<file path="config.mk">
export PLATFORM = sky130hd
export DESIGN_NAME = gen_step_ctrl
export DESIGN_NICKNAME = d
export VERILOG_FILES = /design/src/rtl/gen_ctrl_pkg.sv /design/src/rtl/gen_step_ctrl_period_timer.sv /design/src/rtl/gen_step_ctrl.sv
export SDC_FILE = /design/constraint.sdc
export NUM_CORES = 1
export LEC_CHECK = 0
export CAP_MARGIN = 5
export CORE_UTILIZATION = 59
export CTS_CLUSTER_SIZE = 40
export DETAILED_ROUTE_END_ITERATION = 8
export PLACE_DENSITY_LB_ADDON = 0.3
export SYNTH_ARGS = -nofsm -noshare
export SYNTH_HDL_FRONTEND = slang
export SYNTH_SLANG_ARGS = --single-unit
export TNS_END_PERCENT = 50
</file>
<file path="constraint.sdc">
create_clock -name clk -period 8.8 [get_ports clk]
set_input_delay 2.2 -clock clk [delete_from_list [all_inputs] [get_ports clk]]
set_output_delay 2.2 -clock clk [all_outputs]
set_load 0.05 [all_outputs]
</file>
<file path="src/rtl/gen_ctrl_pkg.sv">
// Shared types and constants for the generation step controller.
package gen_ctrl_pkg;

   typedef enum logic [1:0] {
      IDLE  = 2'd0,
      WAIT  = 2'd1,
      ISSUE = 2'd2,
      ACK   = 2'd3
   } state_t;

   localparam int unsigned MIN_PERIOD = 1;

endpackage

</file>
<file path="src/rtl/gen_step_ctrl_period_timer.sv">
// Inter-generation down-counter; a zero period is clamped to MIN_PERIOD on load.
module period_timer
   import gen_ctrl_pkg::*;
#(
   parameter int unsigned PERIOD_W = 24
) (
   input  logic                clk,
   input  logic                reset,
   input  logic                load,
   input  logic [PERIOD_W-1:0] value,
   input  logic                dec,
   output logic                zero
);

   localparam logic [PERIOD_W-1:0] ONE     = PERIOD_W'(1);
   localparam logic [PERIOD_W-1:0] MIN_VAL = PERIOD_W'(MIN_PERIOD);

   logic [PERIOD_W-1:0] count;

   always_ff @(posedge clk) begin
      if (!reset) begin
         count <= '0;
      end else if (load) begin
         count <= ((value == '0) ? MIN_VAL : value) - ONE;
      end else if (dec && (count != '0)) begin
         count <= count - ONE;
      end
   end

   assign zero = (count == '0);

endmodule

</file>
<file path="src/rtl/gen_step_ctrl.sv">
// Paces Game-of-Life generations: issues gen_en pulses, waits for gen_done, counts generations.
// Optional generation limit (max_gen / limit_hit) is built when GEN_LIMIT_EN is defined.
module gen_step_ctrl
   import gen_ctrl_pkg::*;
#(
   parameter int unsigned PERIOD_W = 24,
   parameter int unsigned GEN_W    = 16
) (
   input  logic                clk,
   input  logic                reset,
   input  logic                run,
   input  logic                step,
   input  logic                clear,
   input  logic [PERIOD_W-1:0] period,
   input  logic                gen_done,
`ifdef GEN_LIMIT_EN
   input  logic [GEN_W-1:0]    max_gen,
   output logic                limit_hit,
`endif
   output logic                start,
   output logic                gen_en,
   output logic                busy,
   output logic [GEN_W-1:0]    gen_count
);

   state_t state, state_nxt;
   logic   clr_pend, clr_now, clr_apply;
   logic   t_load, t_dec, t_zero;
   logic   at_limit;

   period_timer #(.PERIOD_W(PERIOD_W)) u_timer (
      .clk   (clk),
      .reset (reset),
      .load  (t_load),
      .value (period),
      .dec   (t_dec),
      .zero  (t_zero)
   );

`ifdef GEN_LIMIT_EN
   assign at_limit = (max_gen != '0) && (gen_count == max_gen);
`else
   assign at_limit = 1'b0;
`endif

   assign clr_now   = clear | clr_pend;
   assign clr_apply = (state == ACK) && gen_done && clr_now;

   always_ff @(posedge clk) begin
      if (!reset) state <= IDLE;
      else        state <= state_nxt;
   end

   always_comb begin
      state_nxt = state;
      t_load    = 1'b0;
      case (state)
         IDLE: begin
            if (clear || at_limit) begin
               state_nxt = IDLE;
            end else if (run) begin
               state_nxt = WAIT;
               t_load    = 1'b1;
            end else if (step) begin
               state_nxt = ISSUE;
            end
         end
         WAIT: begin
            if (clear || !run || at_limit) state_nxt = IDLE;
            else if (t_zero)               state_nxt = ISSUE;
         end
         ISSUE: state_nxt = ACK;
         ACK: begin
            if (gen_done) begin
               if (clr_now || !run) begin
                  state_nxt = IDLE;
               end else begin
                  state_nxt = WAIT;
                  t_load    = 1'b1;
               end
            end
         end
         default: state_nxt = IDLE;
      endcase
   end

   always_comb begin
      gen_en = (state == ISSUE);
      busy   = (state != IDLE);
      t_dec  = (state == WAIT);
   end

   // clear arriving in ISSUE/ACK is parked in clr_pend and applied as ACK exits
   always_ff @(posedge clk) begin
      if (!reset) begin
         start     <= 1'b0;
         gen_count <= '0;
         clr_pend  <= 1'b0;
      end else if (clr_apply) begin
         start     <= 1'b0;
         gen_count <= '0;
         clr_pend  <= 1'b0;
      end else if ((state == ISSUE) || (state == ACK)) begin
         if (clear) clr_pend <= 1'b1;
         if (state == ISSUE) begin
            start     <= 1'b1;
            gen_count <= gen_count + GEN_W'(1);
         end
      end else if (clear) begin
         start     <= 1'b0;
         gen_count <= '0;
      end
   end

`ifdef GEN_LIMIT_EN
   always_ff @(posedge clk) begin
      if (!reset || clear) begin
         limit_hit <= 1'b0;
      end else if (((state == IDLE) || (state == WAIT)) && at_limit) begin
         limit_hit <= 1'b1;
      end
   end
`endif

endmodule
</file>
Word-level counts from Yosys, hierarchy flattened
Cells that the tools add are included.

Flip-flop bits (word level): 44. Input bits: 30. Output and inout port bits: 19.

Add/subtract/negate cells: 3. Eq/ne operators: 7. Multiplexer cells: 22. Bitwise gates (word level): 2. Reduce and logical (&&, ||, !) cells: 18.

Operator list (number): two-way mux 24 bit (3); logical NOT 24 bit (2); two-way mux 16 bit (3); subtractor 24 x 1 -> 24 bit, second input constant (2); nonzero test 24 bit (1); adder 16 x 1 -> 16 bit, second input constant (1); two-way mux 2 bit (6); two-way mux 1 bit (8); case mux 2 bit (4 select lines) (1); nonzero test 2 bit (3); == test 2 bit, second input constant (2); != test 2 bit, second input constant (2); != test 4 bit, second input constant (1); AND reduction 2 bit (2); logical AND 1 bit (3); logical OR 1 bit (3); != test 3 bit, second input constant (1); AND reduction 3 bit (1); == test 2 x 1 -> 1 bit, second input constant (1); logical NOT 2 bit (1); case mux 1 bit (2 select lines) (1); OR reduction 2 bit (1); logical NOT 1 bit (1); NOT 1 bit (1); bitwise OR 1 bit (1).

Depth between registers and ports, before layout
Gate-level depths: netlist of run 1.

Word-level depth: 6. Gate-level depth with buffers: 16. Mapped depth without buffers: 13.

Cells and area by module
Synthesis of run 1 repeated with hierarchy kept, for this count alone.

Cell total of the unflattened synthesis: 395. Area total of the unflattened synthesis: 3220.6 µm².

Modules (own cells, without submodules): period_timer (instances 1, cells an instance 263, area an instance 2055.7 µm², sequential area each 480.5 µm²); gen_step_ctrl (instances 1, cells an instance 132, area an instance 1164.9 µm², sequential area each 400.4 µm²).

Worst setup path after synthesis of run 1
Ideal clock, no wire load.

Path kind: input -> register. From: in clear. To: reg u_timer.count[22]. Library setup time: 0.122 ns. Data arrival time: 5.612 ns. Data required time: 8.678 ns. Setup slack: 3.065 ns. Cell stages on the path: 15. Buffers on the path: 5. Cells stage by stage: buf_2 > nor3b_2 > o21a_1 > buf_2 > clkbuf_1 > buf_1 > mux2i_1 > ha_1 > or4b_1 > nor4_1 > mux2i_1 > clkbuf_1 > nor4b_1 > mux2i_1 > nand3b_1.

Cells in the longest elaborated chain, start to end: 6. Elaborated cells between the ends (all ways): 8. Those cells by class: mux: 5; bitwise: 1; reduce/logical: 2.

RTL lines: start, declared (RTL line gen_step_ctrl.sv:13) `input logic clear,`; bitwise OR 1 bit (RTL line gen_step_ctrl.sv:46) `assign clr_now = clear | clr_pend;`; logical OR 1 bit (RTL line gen_step_ctrl.sv:75) `if (clr_now || !run) begin`; two-way mux 1 bit (RTL line gen_step_ctrl.sv:75); two-way mux 1 bit (RTL line gen_step_ctrl.sv:74) `if (gen_done) begin`; case mux 1 bit (2 select lines) * (RTL line gen_step_ctrl.sv:57) `case (state)`; two-way mux 24 bit / nonzero test 2 bit (equally long branches); end signal, assigned (RTL line gen_step_ctrl_period_timer.sv:24) `count <= ((value == '0) ? MIN_VAL : value) - ONE;`; end signal, assigned (RTL line gen_step_ctrl_period_timer.sv:26) `count <= count - ONE;`; end, declared (RTL line gen_step_ctrl_period_timer.sv:18) `logic [PERIOD_W-1:0] count;`.

Every way passes the cells marked *; elsewhere a longest branch is shown, timed or not. A chain may end at the register's enable or synchronous reset.

Final worst setup path of run 1
From: in clear. To: reg u_timer.count[20].

Same word-level chain as after synthesis.

==> results of run 1 <==
==> kinds of logic after synthesis <==
kind of cell               after synthesis  synth area share
and+or+nand+nor                        184             0.309
xor gates and xnor gates                25            0.0687
muxes                                   21            0.0719
buffers and inverters                   28            0.0393
adders and majority gates                7            0.0275
AOI/OAI and AO/OA                       87             0.207
DFF                                     44             0.277
==> power groups by stage <==
stage               combinational (µW)  clock (µW)  sequential [µW]
floorplan                          158           0              229
finish                             213         161              229
global route                       232         167              230
global placement                   203           0              232
detailed placement                 208           0              232
CTS                                209         159              228
==> flip-flops by register name, summed over array words and instances, names as in the netlist <==
name,cells
gen_count,16
u_timer.count,24
start,1
state,2
clr_pend,1
==> layout make-up <==
cell class | instances | area [µm²]
well taps | 70 | 87.6
flip-flops and latches | 44 | 881
fillers | 408 | 1340
multi-input cells | 324 | 2190
clock inverters | 2 | 35.0
inverters | 10 | 37.5
repair buffers | 51 | 503
clock buffers | 6 | 72.6
==> layout by cell type, fill, tap and decap left out, types with 3 or more instances in the layout <==
cell / Yosys / final
sky130_fd_sc_hd__clkdlybuf4s50_1: 0 / 48
sky130_fd_sc_hd__dfxtp_1: 44 / 44
sky130_fd_sc_hd__nor2_1: 37 / 37
sky130_fd_sc_hd__nand2_1: 33 / 33
sky130_fd_sc_hd__nand3_1: 22 / 22
sky130_fd_sc_hd__a21oi_1: 21 / 21
sky130_fd_sc_hd__xnor2_1: 21 / 21
sky130_fd_sc_hd__nor3_1: 17 / 17
sky130_fd_sc_hd__nor4_1: 17 / 17
sky130_fd_sc_hd__mux2i_1: 15 / 15
sky130_fd_sc_hd__o21ai_0: 11 / 11
sky130_fd_sc_hd__inv_1: 10 / 10
sky130_fd_sc_hd__a211oi_1: 10 / 10
sky130_fd_sc_hd__or3_1: 9 / 9
sky130_fd_sc_hd__nand2b_1: 9 / 9
sky130_fd_sc_hd__nand4_1: 8 / 8
sky130_fd_sc_hd__o211ai_1: 7 / 7
sky130_fd_sc_hd__ha_1: 7 / 7
sky130_fd_sc_hd__or2_2: 6 / 6
sky130_fd_sc_hd__clkbuf_8: 0 / 5
sky130_fd_sc_hd__o21a_1: 4 / 4
sky130_fd_sc_hd__o22ai_1: 4 / 4
sky130_fd_sc_hd__and3_1: 4 / 4
sky130_fd_sc_hd__mux2_2: 4 / 4
sky130_fd_sc_hd__xor2_1: 4 / 4
sky130_fd_sc_hd__o31ai_1: 4 / 4
sky130_fd_sc_hd__and4_1: 3 / 3
sky130_fd_sc_hd__nand3b_1: 3 / 3
sky130_fd_sc_hd__a21o_1: 3 / 3
sky130_fd_sc_hd__buf_4: 0 / 3
==> stage by stage <==
step / hold WS (ns) / instance area, µm² / instances / power [µW] / worst slack (ns)
4_1_cts: 0.481 / 3800 / 507 / 596 / 2.98
5_1_grt: 0.503 / 3800 / 507 / 629 / 2.60
6_report: 0.474 / 3800 / 507 / 603 / 2.93
3_5_place_dp: 0.468 / 3700 / 499 / 441 / 2.67
3_3_place_gp: 0.457 / 3700 / 499 / 434 / 2.87
2_1_floorplan: 0.455 / 3190 / 396 / 387 / 3.07
==> layer usage <==
layer	up-vias	global-route usage	share of wire
met3	19	0.0476	0.078
li1	1552	-	-
met1	1600	0.422	0.43
met4	0	0.130	0.017
met5	-	0	0
met2	184	0.485	0.48
==> worst reg2reg max path, stage by stage, from the launching register on <==
cell and delay, ns:
sky130_fd_sc_hd__dfxtp_1 0.41, sky130_fd_sc_hd__inv_1 0.12, sky130_fd_sc_hd__ha_1 0.32, sky130_fd_sc_hd__nor3b_2 0.31, sky130_fd_sc_hd__o21a_1 0.17, sky130_fd_sc_hd__buf_4 0.31
sky130_fd_sc_hd__nand2b_1 0.10, sky130_fd_sc_hd__o22ai_1 0.19, sky130_fd_sc_hd__ha_1 0.28, sky130_fd_sc_hd__or4b_1 0.50, sky130_fd_sc_hd__nor4_1 0.21, sky130_fd_sc_hd__mux2i_1 0.36
sky130_fd_sc_hd__nor4_2 0.47, sky130_fd_sc_hd__xnor2_1 0.12, sky130_fd_sc_hd__a211oi_1 0.26
==> worst max-delay path by stage <==
stage / endpoint
5_1_grt: u_timer.count[20]
3_3_place_gp: u_timer.count[22]
6_report: u_timer.count[20]
3_5_place_dp: u_timer.count[20]
4_1_cts: u_timer.count[20]
2_1_floorplan: u_timer.count[22]
==> impl_table.tex, run 1 <==
\begin{tabular}{lr}
\hline
Metric & Value \\
\hline
\multicolumn{2}{l}{\textbf{Status}} \\
Status & finished, final reports clean \\
\multicolumn{2}{l}{\textbf{Drt}} \\
Router iterations before antenna repair & 8 \\
Via Count & 3,355 \\
ANT nets after route & 0 \\
Sum of routed wire length over all layers & 8610 µm \\
Post-detailed-route wirelength per cell & 17.0 µm \\
Number of remaining DRC errors & 0 \\
Number of DRC violations after detailed-routing iteration 0 & 364 \\
Vias/cell & 6.62 \\
\multicolumn{2}{l}{\textbf{Timing}} \\
Worst clock skew on the final layout & 0.00615 ns \\
Fmax achieved & 170 MHz \\
Final-report setup violation count & 0 \\
Total negative setup slack & 0 ns \\
Number of max-slew violations in the final report & 0 \\
Final period utilization & 0.667 \\
RSZ-0062 raised after global routing & no \\
Headroom to the max-slew limit & 0.326 \\
Slew of the pin with the lowest slew margin & 0.983 ns \\
Final hold vios & 0 \\
Final worst path period need & 5.87 ns \\
\multicolumn{2}{l}{\textbf{Yosys}} \\
Synthesized instance count & 396 \\
Synth Net Count & 433 \\
Synth cell count leaders & sky130\_fd\_sc\_hd\_\_dfxtp\_1, sky130\_fd\_sc\_hd\_\_nor2\_1, sky130\_fd\_sc\_hd\_\_nand2\_1 \\
Synthesis warning total & 0 \\
Number of enable-type register cells in the synthesized netlist & 0 \\
Async SR Flop Fraction & 0 \\
Most common cell in the netlist & sky130\_fd\_sc\_hd\_\_dfxtp\_1 \\
Mean post-synth cell area & 8.04 µm² \\
Top cells by area in the synthesized netlist & sky130\_fd\_sc\_hd\_\_dfxtp\_1, sky130\_fd\_sc\_hd\_\_xnor2\_1, sky130\_fd\_sc\_hd\_\_mux2i\_1 \\
Netlist Area Pre-Place & 0.00319 mm² \\
Part of the Yosys area used for sequential elements & 0.277 \\
Top flip-flop cell by instance count after synthesis & sky130\_fd\_sc\_hd\_\_dfxtp\_1 \\
Number of unique standard cell types used by synthesis & 64 \\
Number of flip-flops and latches in the synthesized netlist & 44 \\
Yosys top cell by area & sky130\_fd\_sc\_hd\_\_dfxtp\_1 \\
Synth top area share & 0.277 \\
\multicolumn{2}{l}{\textbf{Pwr}} \\
Power share of the combinational group & 0.353 \\
Sequential group share of total power & 0.379 \\
Leak pwr & 0.00127 µW \\
Largest vdd supply drop & 0.0000892 V \\
Internal portion of total power & 382 µW \\
Relative contribution of the clock network to total power & 0.267 \\
Switching power & 221 µW \\
Power Density & 158 mW/mm² \\
Switching power as a share of total power & 0.367 \\
\multicolumn{2}{l}{\textbf{Final layout}} \\
Proportion of layout cells with a drive suffix above 1 & 0.0755 \\
Area growth syn-to-layout & 19.4\% \\
Antenna Diode Count & 0 \\
Layout net count & 473 \\
End-of-flow core utilization & 0.740 \\
\multicolumn{2}{l}{\textbf{Clocking}} \\
Setup fix buffers added after clock tree synthesis & 0 \\
Max Root-Sink Buffers & 2 \\
Maximum level of the CTS H-tree & 2 \\
Latest clock arrival within the worst-skew pair & 0.31 ns \\
Clock tree from TritonCTS & done \\
Clock Sinks & 44 \\
Number of instances resized during post-cts repair & 0 \\
Clock tree root driver cell & sky130\_fd\_sc\_hd\_\_clkbuf\_8 \\
Clock Pin Slew Worst Setup and Hold Paths & 0.09 ns \\
Hold bufs inserted after CTS & 0 \\
Number of clock buffers inserted by TritonCTS & 5 \\
\multicolumn{2}{l}{\textbf{Floorplan}} \\
Number of placement rows & 26 \\
Area inside the core boundary & 0.00514 mm² \\
Number of top-level pins & 49 \\
Die Y-Extent & 75.5 µm \\
Starting density of the core & 0.620 \\
Horizontal die dimension & 75.5 µm \\
Area of the die & 0.00570 mm² \\
\multicolumn{2}{l}{\textbf{Setup path}} \\
Slowest stage delay, CP & 0.54 ns \\
Critical path, cell by cell & clkdlybuf4s50\_1, nor3b\_2, o21a\_1, buf\_4, nand2b\_1, o22ai\_1, ha\_1, or4b\_1, nor4\_1, mux2i\_1, nor4\_2, xnor2\_1, a211oi\_1 \\
Reg2reg start & state[0] \\
Minimum setup slack among reg-to-reg paths & 4.59 ns \\
Launch point of the critical path & clear \\
Path length in cells of the critical path & 13 \\
Data arrival, critical path & 6.08 ns \\
CP Launch Type & input port \\
Critical-path maximum fanout & 26 \\
Required time at the worst-slack endpoint & 9.02 ns \\
Critical path endpoint category & flip-flop \\
Worst path slowest cell & sky130\_fd\_sc\_hd\_\_clkdlybuf4s50\_1 \\
Register-to-Register Path Depth & 14 \\
Startpoint-to-endpoint class of the critical path & input port to flip-flop \\
Total buffers and inverters traversed by the critical path & 2 \\
Critical R2R Capture & u\_timer.count[20] \\
Cell type group with the largest total delay on the critical path & simple AND/OR/NAND/NOR gates \\
\multicolumn{2}{l}{\textbf{GRT}} \\
First-pass GRT wire length & 13,400 µm \\
Total GRT Usage & 0.308 \\
Pin count of the biggest net entering global routing & 49 \\
Via count of the first global-routing pass & 2,920 \\
Gr ovfl total & 0 \\
Initial antenna violation count & 0 \\
\multicolumn{2}{l}{\textbf{Min path}} \\
Hold Path Origin & gen\_count[15] \\
Hold Crit Endpoint & gen\_count[15] \\
Number of cells on the worst hold path & 2 \\
Path category of the worst min-delay check & flip-flop to flip-flop \\
\multicolumn{2}{l}{\textbf{Place}} \\
Routability Congestion & 0.881 \\
Buffers on Ports & 48 \\
Post-detailed-placement half-perimeter wirelength & 6140 µm \\
\multicolumn{2}{l}{\textbf{Job}} \\
Max-cap viol count & 0 \\
\hline
\end{tabular}
Power figures use the tool's default switching activity.
==> inputs of run 2 (changes only) <==
--- a/config.mk
+++ b/config.mk
@@ -6,7 +6,7 @@
 export NUM_CORES = 1
 export LEC_CHECK = 0
 export CAP_MARGIN = 5
-export CORE_UTILIZATION = 59
+export CORE_UTILIZATION = 55
 export CTS_CLUSTER_SIZE = 40
 export DETAILED_ROUTE_END_ITERATION = 8
 export PLACE_DENSITY_LB_ADDON = 0.3
==> constraint.sdc (replaced) <==
create_clock -name clk -period 5.6 [get_ports clk]
set_input_delay 1.4 -clock clk [delete_from_list [all_inputs] [get_ports clk]]
set_output_delay 1.4 -clock clk [all_outputs]
set_load 0.05 [all_outputs]
==> run 2 against run 1 <==
Effect of this change: clock-buffer cell count unchanged; register-to-register slack worse by 3.0 ns; worst setup slack got worse by 2.2 ns; non-clock buffer count up 3; utilization fell by 4.6 points; largest cell class unchanged; highest routed layer unchanged.
==> impl_table.tex, run 2 (synthesized netlist as in run 1, its figures left out) <==
\begin{tabular}{lr}
\hline
Metric & Value \\
\hline
\multicolumn{2}{l}{\textbf{Drt}} \\
Sum of routed wire length over all layers & 8910 µm \\
Vias/cell & 6.42 \\
ANT nets after route & 0 \\
Number of DRC violations after detailed-routing iteration 0 & 293 \\
Router iterations before antenna repair & 5 \\
Post-detailed-route wirelength per cell & 17.4 µm \\
Via Count & 3,285 \\
Number of remaining DRC errors & 0 \\
\multicolumn{2}{l}{\textbf{Clocking}} \\
Latest clock arrival within the worst-skew pair & 0.31 ns \\
Number of clock buffers inserted by TritonCTS & 5 \\
Clock tree from TritonCTS & done \\
Clock tree root driver cell & sky130\_fd\_sc\_hd\_\_clkbuf\_8 \\
Clock Sinks & 44 \\
Maximum level of the CTS H-tree & 2 \\
Hold bufs inserted after CTS & 0 \\
Clock Pin Slew Worst Setup and Hold Paths & 0.09 ns \\
Max Root-Sink Buffers & 2 \\
Setup fix buffers added after clock tree synthesis & 0 \\
Number of instances resized during post-cts repair & 0 \\
\multicolumn{2}{l}{\textbf{Timing}} \\
Worst clock skew on the final layout & 0.00841 ns \\
RSZ-0062 raised after global routing & no \\
Fmax achieved & 203 MHz \\
Final worst path period need & 4.91 ns \\
Final-report setup violation count & 0 \\
Total negative setup slack & 0 ns \\
Headroom to the max-slew limit & 0.388 \\
Final hold vios & 0 \\
Final period utilization & 0.878 \\
Number of max-slew violations in the final report & 0 \\
Slew of the pin with the lowest slew margin & 0.914 ns \\
\multicolumn{2}{l}{\textbf{Floorplan}} \\
Horizontal die dimension & 78.1 µm \\
Die Y-Extent & 78.1 µm \\
Area of the die & 0.00610 mm² \\
Starting density of the core & 0.575 \\
Area inside the core boundary & 0.00554 mm² \\
Number of top-level pins & 49 \\
Number of placement rows & 27 \\
\multicolumn{2}{l}{\textbf{Final layout}} \\
Number of flip-flops under the largest register name & 24 \\
Proportion of layout cells with a drive suffix above 1 & 0.0841 \\
Area growth syn-to-layout & 20.6\% \\
Registers with the most flip-flops & u\_timer.count (24), gen\_count (16), state (2) \\
Layout net count & 476 \\
Summed area of non-filler cells in the final layout & 0.00384 mm² \\
Biggest register & u\_timer.count \\
Antenna Diode Count & 0 \\
Most common cell after layout, fill and taps aside & sky130\_fd\_sc\_hd\_\_clkdlybuf4s50\_1 \\
Highest-count cells in the layout ignoring fill and taps & sky130\_fd\_sc\_hd\_\_clkdlybuf4s50\_1, sky130\_fd\_sc\_hd\_\_dfxtp\_1, sky130\_fd\_sc\_hd\_\_nor2\_1 \\
\multicolumn{2}{l}{\textbf{Place}} \\
Buffers on Ports & 48 \\
Post-detailed-placement half-perimeter wirelength & 6260 µm \\
Post-placement cell area & 0.00372 mm² \\
Routability Congestion & 0.954 \\
\multicolumn{2}{l}{\textbf{GRT}} \\
Pin count of the biggest net entering global routing & 34 \\
Gr ovfl total & 0 \\
Initial antenna violation count & 0 \\
Via count of the first global-routing pass & 3,083 \\
Total GRT Usage & 0.300 \\
First-pass GRT wire length & 14,700 µm \\
\multicolumn{2}{l}{\textbf{Setup path}} \\
Critical-path maximum fanout & 9 \\
Required time at the worst-slack endpoint & 5.79 ns \\
Minimum setup slack among reg-to-reg paths & 1.59 ns \\
Register-to-Register Path Depth & 14 \\
Startpoint-to-endpoint class of the critical path & input port to flip-flop \\
Critical path capture point & u\_timer.count[22] \\
Data arrival, critical path & 5.11 ns \\
Critical path endpoint category & flip-flop \\
Launch point of the critical path & clear \\
CP Launch Type & input port \\
Reg2reg start & state[0] \\
Critical R2R Capture & u\_timer.count[22] \\
\multicolumn{2}{l}{\textbf{Job}} \\
Max-cap viol count & 0 \\
\multicolumn{2}{l}{\textbf{Pwr}} \\
Power Density & 254 mW/mm² \\
Largest vdd supply drop & 0.000143 V \\
Leak pwr & 0.00129 µW \\
\multicolumn{2}{l}{\textbf{Min path}} \\
Hold Path Origin & gen\_count[15] \\
Path category of the worst min-delay check & flip-flop to flip-flop \\
\multicolumn{2}{l}{\textbf{Status}} \\
Status & finished, final reports clean \\
\hline
\end{tabular}
run 2: final cells by class:
cell class	instances	area (µm²)
Multi-Input combinational cell	324	2190
Sequential cell	44	881
Timing Repair Buffer	54	526
Tap cell	72	90.1
Fill cell	480	1700
Clock inverter	2	38.8
Inverter	10	37.5
Clock buffer	6	82.6
run 2: routing by layer:
metal,up-vias,GRT usage,wire length (µm)
met5,-,0,0
met4,0,0.119,183
met3,23,0.0453,626
met2,151,0.474,4070
met1,1550,0.409,4030
li1,1561,-,-
run 2: report_power, final:
part / internal, µW / total, µW / switching (µW)
registers: 335 / 360 / 25.2
logic: 141 / 351 / 210
clock network: 146 / 264 / 118
total: 622 / 975 / 353
run 2: metrics by stage:
step | util | setup slack (ns) | hold slack (ns) | std cells | total power (µW)
after detailed placement | 0.672 | 0.453 | 0.464 | 504 | 708
after CTS | 0.694 | 0.765 | 0.483 | 512 | 969
final | 0.694 | 0.686 | 0.482 | 512 | 975
after global routing | 0.694 | 0.380 | 0.519 | 512 | 1020
after floorplan | - | 0.665 | 0.455 | 396 | 609
after global placement | 0.672 | 0.609 | 0.460 | 504 | 699
run 2: how the worst min path moves through the flow:
stage / to / slack (ns) / depth (start not counted)
floorplan: clr_pend / 0.45 / 2
global placement: gen_count[15] / 0.46 / 2
detailed placement: gen_count[15] / 0.46 / 2
CTS: gen_count[15] / 0.48 / 2
global route: gen_count[15] / 0.52 / 2
finish: gen_count[15] / 0.48 / 2
run 2: critical path, stage by stage:
cell and delay [ns]:
sky130_fd_sc_hd__clkdlybuf4s50_1 0.55, sky130_fd_sc_hd__nor3b_2 0.38, sky130_fd_sc_hd__o21a_1 0.28, sky130_fd_sc_hd__nand2b_1 0.08, sky130_fd_sc_hd__o22ai_1 0.17, sky130_fd_sc_hd__ha_1 0.28, sky130_fd_sc_hd__or4b_1 0.51, sky130_fd_sc_hd__nor4_1 0.21
sky130_fd_sc_hd__mux2i_1 0.27, sky130_fd_sc_hd__buf_4 0.27, sky130_fd_sc_hd__nor4b_1 0.36, sky130_fd_sc_hd__mux2i_1 0.26, sky130_fd_sc_hd__nand3b_1 0.09
==> inputs of run 3 (changes only) <==
--- a/config.mk
+++ b/config.mk
@@ -9,6 +9,7 @@
 export CORE_UTILIZATION = 55
 export CTS_CLUSTER_SIZE = 40
 export DETAILED_ROUTE_END_ITERATION = 8
+export GPL_ROUTABILITY_DRIVEN = 0
 export PLACE_DENSITY_LB_ADDON = 0.3
 export SYNTH_ARGS = -nofsm -noshare
 export SYNTH_HDL_FRONTEND = slang
==> run 3 against run 2 <==
Effect of this change: worst setup slack worse by 0.023 ns; sequential power barely moved; global-route usage decreased by 0.55 points; utilization is 0.14 points higher; final area rose by 0.20%; register-to-register slack about the same; sequential cell count stayed put; clock power rose by 9.8%; largest power group unchanged; worst hold slack worse by 0.0036 ns; die area is the same; fmax fell by 0.47%; largest cell class unchanged; critical path depth fell by 1.
==> impl_table.tex, run 3 (synthesized netlist as in run 1, its figures left out) <==
\begin{tabular}{lr}
\hline
Metric & Value \\
\hline
\multicolumn{2}{l}{\textbf{Status}} \\
Status & finished, final reports clean \\
\multicolumn{2}{l}{\textbf{Timing}} \\
Total negative setup slack & 0 ns \\
Final period utilization & 0.882 \\
RSZ-0062 raised after global routing & no \\
Fmax achieved & 203 MHz \\
Headroom to the max-slew limit & 0.427 \\
Worst path setup slack after routing & 0.663 ns \\
Slew of the pin with the lowest slew margin & 0.836 ns \\
Worst clock skew on the final layout & 0.0120 ns \\
Final worst path period need & 4.94 ns \\
Number of max-slew violations in the final report & 0 \\
Final hold vios & 0 \\
Final-report setup violation count & 0 \\
\multicolumn{2}{l}{\textbf{Floorplan}} \\
Horizontal die dimension & 78.1 µm \\
Starting density of the core & 0.575 \\
Number of top-level pins & 49 \\
Number of placement rows & 27 \\
Die Y-Extent & 78.1 µm \\
Area of the die & 0.00610 mm² \\
Area inside the core boundary & 0.00554 mm² \\
\multicolumn{2}{l}{\textbf{Final layout}} \\
Antenna Diode Count & 0 \\
Layout net count & 476 \\
Summed area of non-filler cells in the final layout & 0.00385 mm² \\
Highest-count cells in the layout ignoring fill and taps & sky130\_fd\_sc\_hd\_\_clkdlybuf4s50\_1, sky130\_fd\_sc\_hd\_\_dfxtp\_1, sky130\_fd\_sc\_hd\_\_nor2\_1 \\
End-of-flow core utilization & 0.695 \\
Area growth syn-to-layout & 20.9\% \\
Number of flip-flops under the largest register name & 24 \\
Proportion of layout cells with a drive suffix above 1 & 0.0820 \\
Biggest register & u\_timer.count \\
Final-layout fill cell count & 472 \\
Most common cell after layout, fill and taps aside & sky130\_fd\_sc\_hd\_\_clkdlybuf4s50\_1 \\
Final Instance Count excl. Fillers & 511 \\
Registers with the most flip-flops & u\_timer.count (24), gen\_count (16), state (2) \\
\multicolumn{2}{l}{\textbf{Place}} \\
\# placed instances & 504 \\
Post-detailed-placement half-perimeter wirelength & 6140 µm \\
Placement-stage worst setup slack & 0.404 ns \\
Post-placement cell area & 0.00372 mm² \\
Buffers on Ports & 48 \\
\multicolumn{2}{l}{\textbf{Setup path}} \\
Minimum setup slack among reg-to-reg paths & 1.58 ns \\
Critical path endpoint category & flip-flop \\
Total buffers and inverters traversed by the critical path & 1 \\
CP Launch Type & input port \\
Critical R2R Capture & u\_timer.count[22] \\
Data arrival, critical path & 5.13 ns \\
Startpoint-to-endpoint class of the critical path & input port to flip-flop \\
Worst path slowest cell & sky130\_fd\_sc\_hd\_\_or4b\_1 \\
Cell type with the highest occurrence count on the critical path & sky130\_fd\_sc\_hd\_\_mux2i\_1 \\
Critical path, cell by cell & clkdlybuf4s50\_1, nor3b\_2, o21a\_1, nand2b\_1, o22ai\_1, ha\_1, or4b\_1, nor4\_1, mux2i\_1, nor4b\_1, mux2i\_1, nand3b\_1 \\
Launch point of the critical path & clear \\
Cell type group with the largest total delay on the critical path & simple AND/OR/NAND/NOR gates \\
Slowest stage delay, CP & 0.55 ns \\
Critical-path maximum fanout & 9 \\
Critical path capture point & u\_timer.count[22] \\
Required time at the worst-slack endpoint & 5.79 ns \\
Reg2reg start & state[0] \\
Register-to-Register Path Depth & 13 \\
Path length in cells of the critical path & 12 \\
\multicolumn{2}{l}{\textbf{Job}} \\
Max-cap viol count & 0 \\
\multicolumn{2}{l}{\textbf{GRT}} \\
Total GRT Usage & 0.294 \\
Pin count of the biggest net entering global routing & 31 \\
First-pass GRT wire length & 14,400 µm \\
Initial antenna violation count & 0 \\
Met3 Use GR & 0.0488 \\
Met1 Track Usage GR & 0.412 \\
Met2 demand-to-capacity share in global routing & 0.463 \\
Layer with the highest usage & met2 \\
Gr ovfl total & 0 \\
Via count of the first global-routing pass & 3,018 \\
\multicolumn{2}{l}{\textbf{Drt}} \\
Post-detailed-route wirelength per cell & 17.0 µm \\
Sum of routed wire length over all layers & 8700 µm \\
Number of remaining DRC errors & 0 \\
Via Count & 3,261 \\
Vias/cell & 6.38 \\
Router iterations before antenna repair & 5 \\
Number of DRC violations after detailed-routing iteration 0 & 353 \\
ANT nets after route & 0 \\
\multicolumn{2}{l}{\textbf{Pwr}} \\
Leak pwr & 0.00129 µW \\
Power Density & 259 mW/mm² \\
Switching power as a share of total power & 0.347 \\
Internal portion of total power & 652 µW \\
Power share of the combinational group & 0.349 \\
Relative contribution of the clock network to total power & 0.290 \\
Sequential group share of total power & 0.360 \\
Largest vdd supply drop & 0.000199 V \\
Switching power & 346 µW \\
\multicolumn{2}{l}{\textbf{Clocking}} \\
Latest clock arrival within the worst-skew pair & 0.30 ns \\
Max Root-Sink Buffers & 2 \\
Maximum level of the CTS H-tree & 2 \\
Hold bufs inserted after CTS & 0 \\
Clock Sinks & 44 \\
Setup fix buffers added after clock tree synthesis & 0 \\
Number of instances resized during post-cts repair & 0 \\
Number of clock buffers inserted by TritonCTS & 5 \\
Clock tree from TritonCTS & done \\
Clock tree root driver cell & sky130\_fd\_sc\_hd\_\_clkbuf\_8 \\
Clock Pin Slew Worst Setup and Hold Paths & 0.09 ns \\
\multicolumn{2}{l}{\textbf{Min path}} \\
Path category of the worst min-delay check & flip-flop to flip-flop \\
\hline
\end{tabular}
-- run 3: changes by cell type in the layout (fill, tap and decap cells not counted), sizes merged --
cell,before,now
clkinv,1,0
clkbuf,6,5
bufinv,1,2
-- run 3: area by class of cell --
type	instances	area, µm²	area share
multi-input cells	324	2190	0.568
flip-flops and latches	44	881	0.229
repair buffers	54	526	0.136
well taps	72	90.1	0.0234
clock buffers	5	68.8	0.0179
clock inverters	2	60.1	0.0156
inverters	10	37.5	0.00975
-- run 3: how the worst min path moves through the flow --
stage | startpoint | to | slack [ns] | depth (start not counted)
after global placement | start | start | 0.46 | 2
after global routing | gen_count[15] | gen_count[15] | 0.51 | 2
after CTS | gen_count[15] | gen_count[15] | 0.48 | 2
after detailed placement | gen_count[15] | gen_count[15] | 0.47 | 2
after floorplan | clr_pend | clr_pend | 0.45 | 2
final | gen_count[15] | gen_count[15] | 0.48 | 2
-- run 3: worst register-to-register path, delay by kind of cell (launching register included) --
family,cells,cell delay (ns)
multiplexers,2,0.56
buffers and inverters,1,0.10
AO/OA/AOI/OAI,2,0.43
flip-flops,1,0.39
AND/OR/NAND/NOR,6,1.85
adder cells (fa/ha/maj),2,0.58
-- run 3: through the flow --
| stage | hold slack (ns) | total power [µW] |
|---|---|---|
| after floorplan | 0.455 | 609 |
| after global placement | 0.462 | 697 |
| after detailed placement | 0.470 | 704 |
| after CTS | 0.482 | 991 |
| after global routing | 0.509 | 1040 |
| final | 0.479 | 998 |
-- run 3: per-layer routing --
metal | part of all wire | up-vias
li1 | - | 1558
met1 | 0.45 | 1538
met4 | 0.012 | 0
met3 | 0.076 | 16
met5 | 0 | -
met2 | 0.46 | 149
-- run 3: power groups by stage --
stage | clock, µW | combinational [µW] | sequential [µW]
floorplan | 0 | 248 | 360
global placement | 0 | 332 | 364
detailed placement | 0 | 338 | 365
CTS | 291 | 342 | 358
global route | 302 | 378 | 362
finish | 290 | 349 | 360
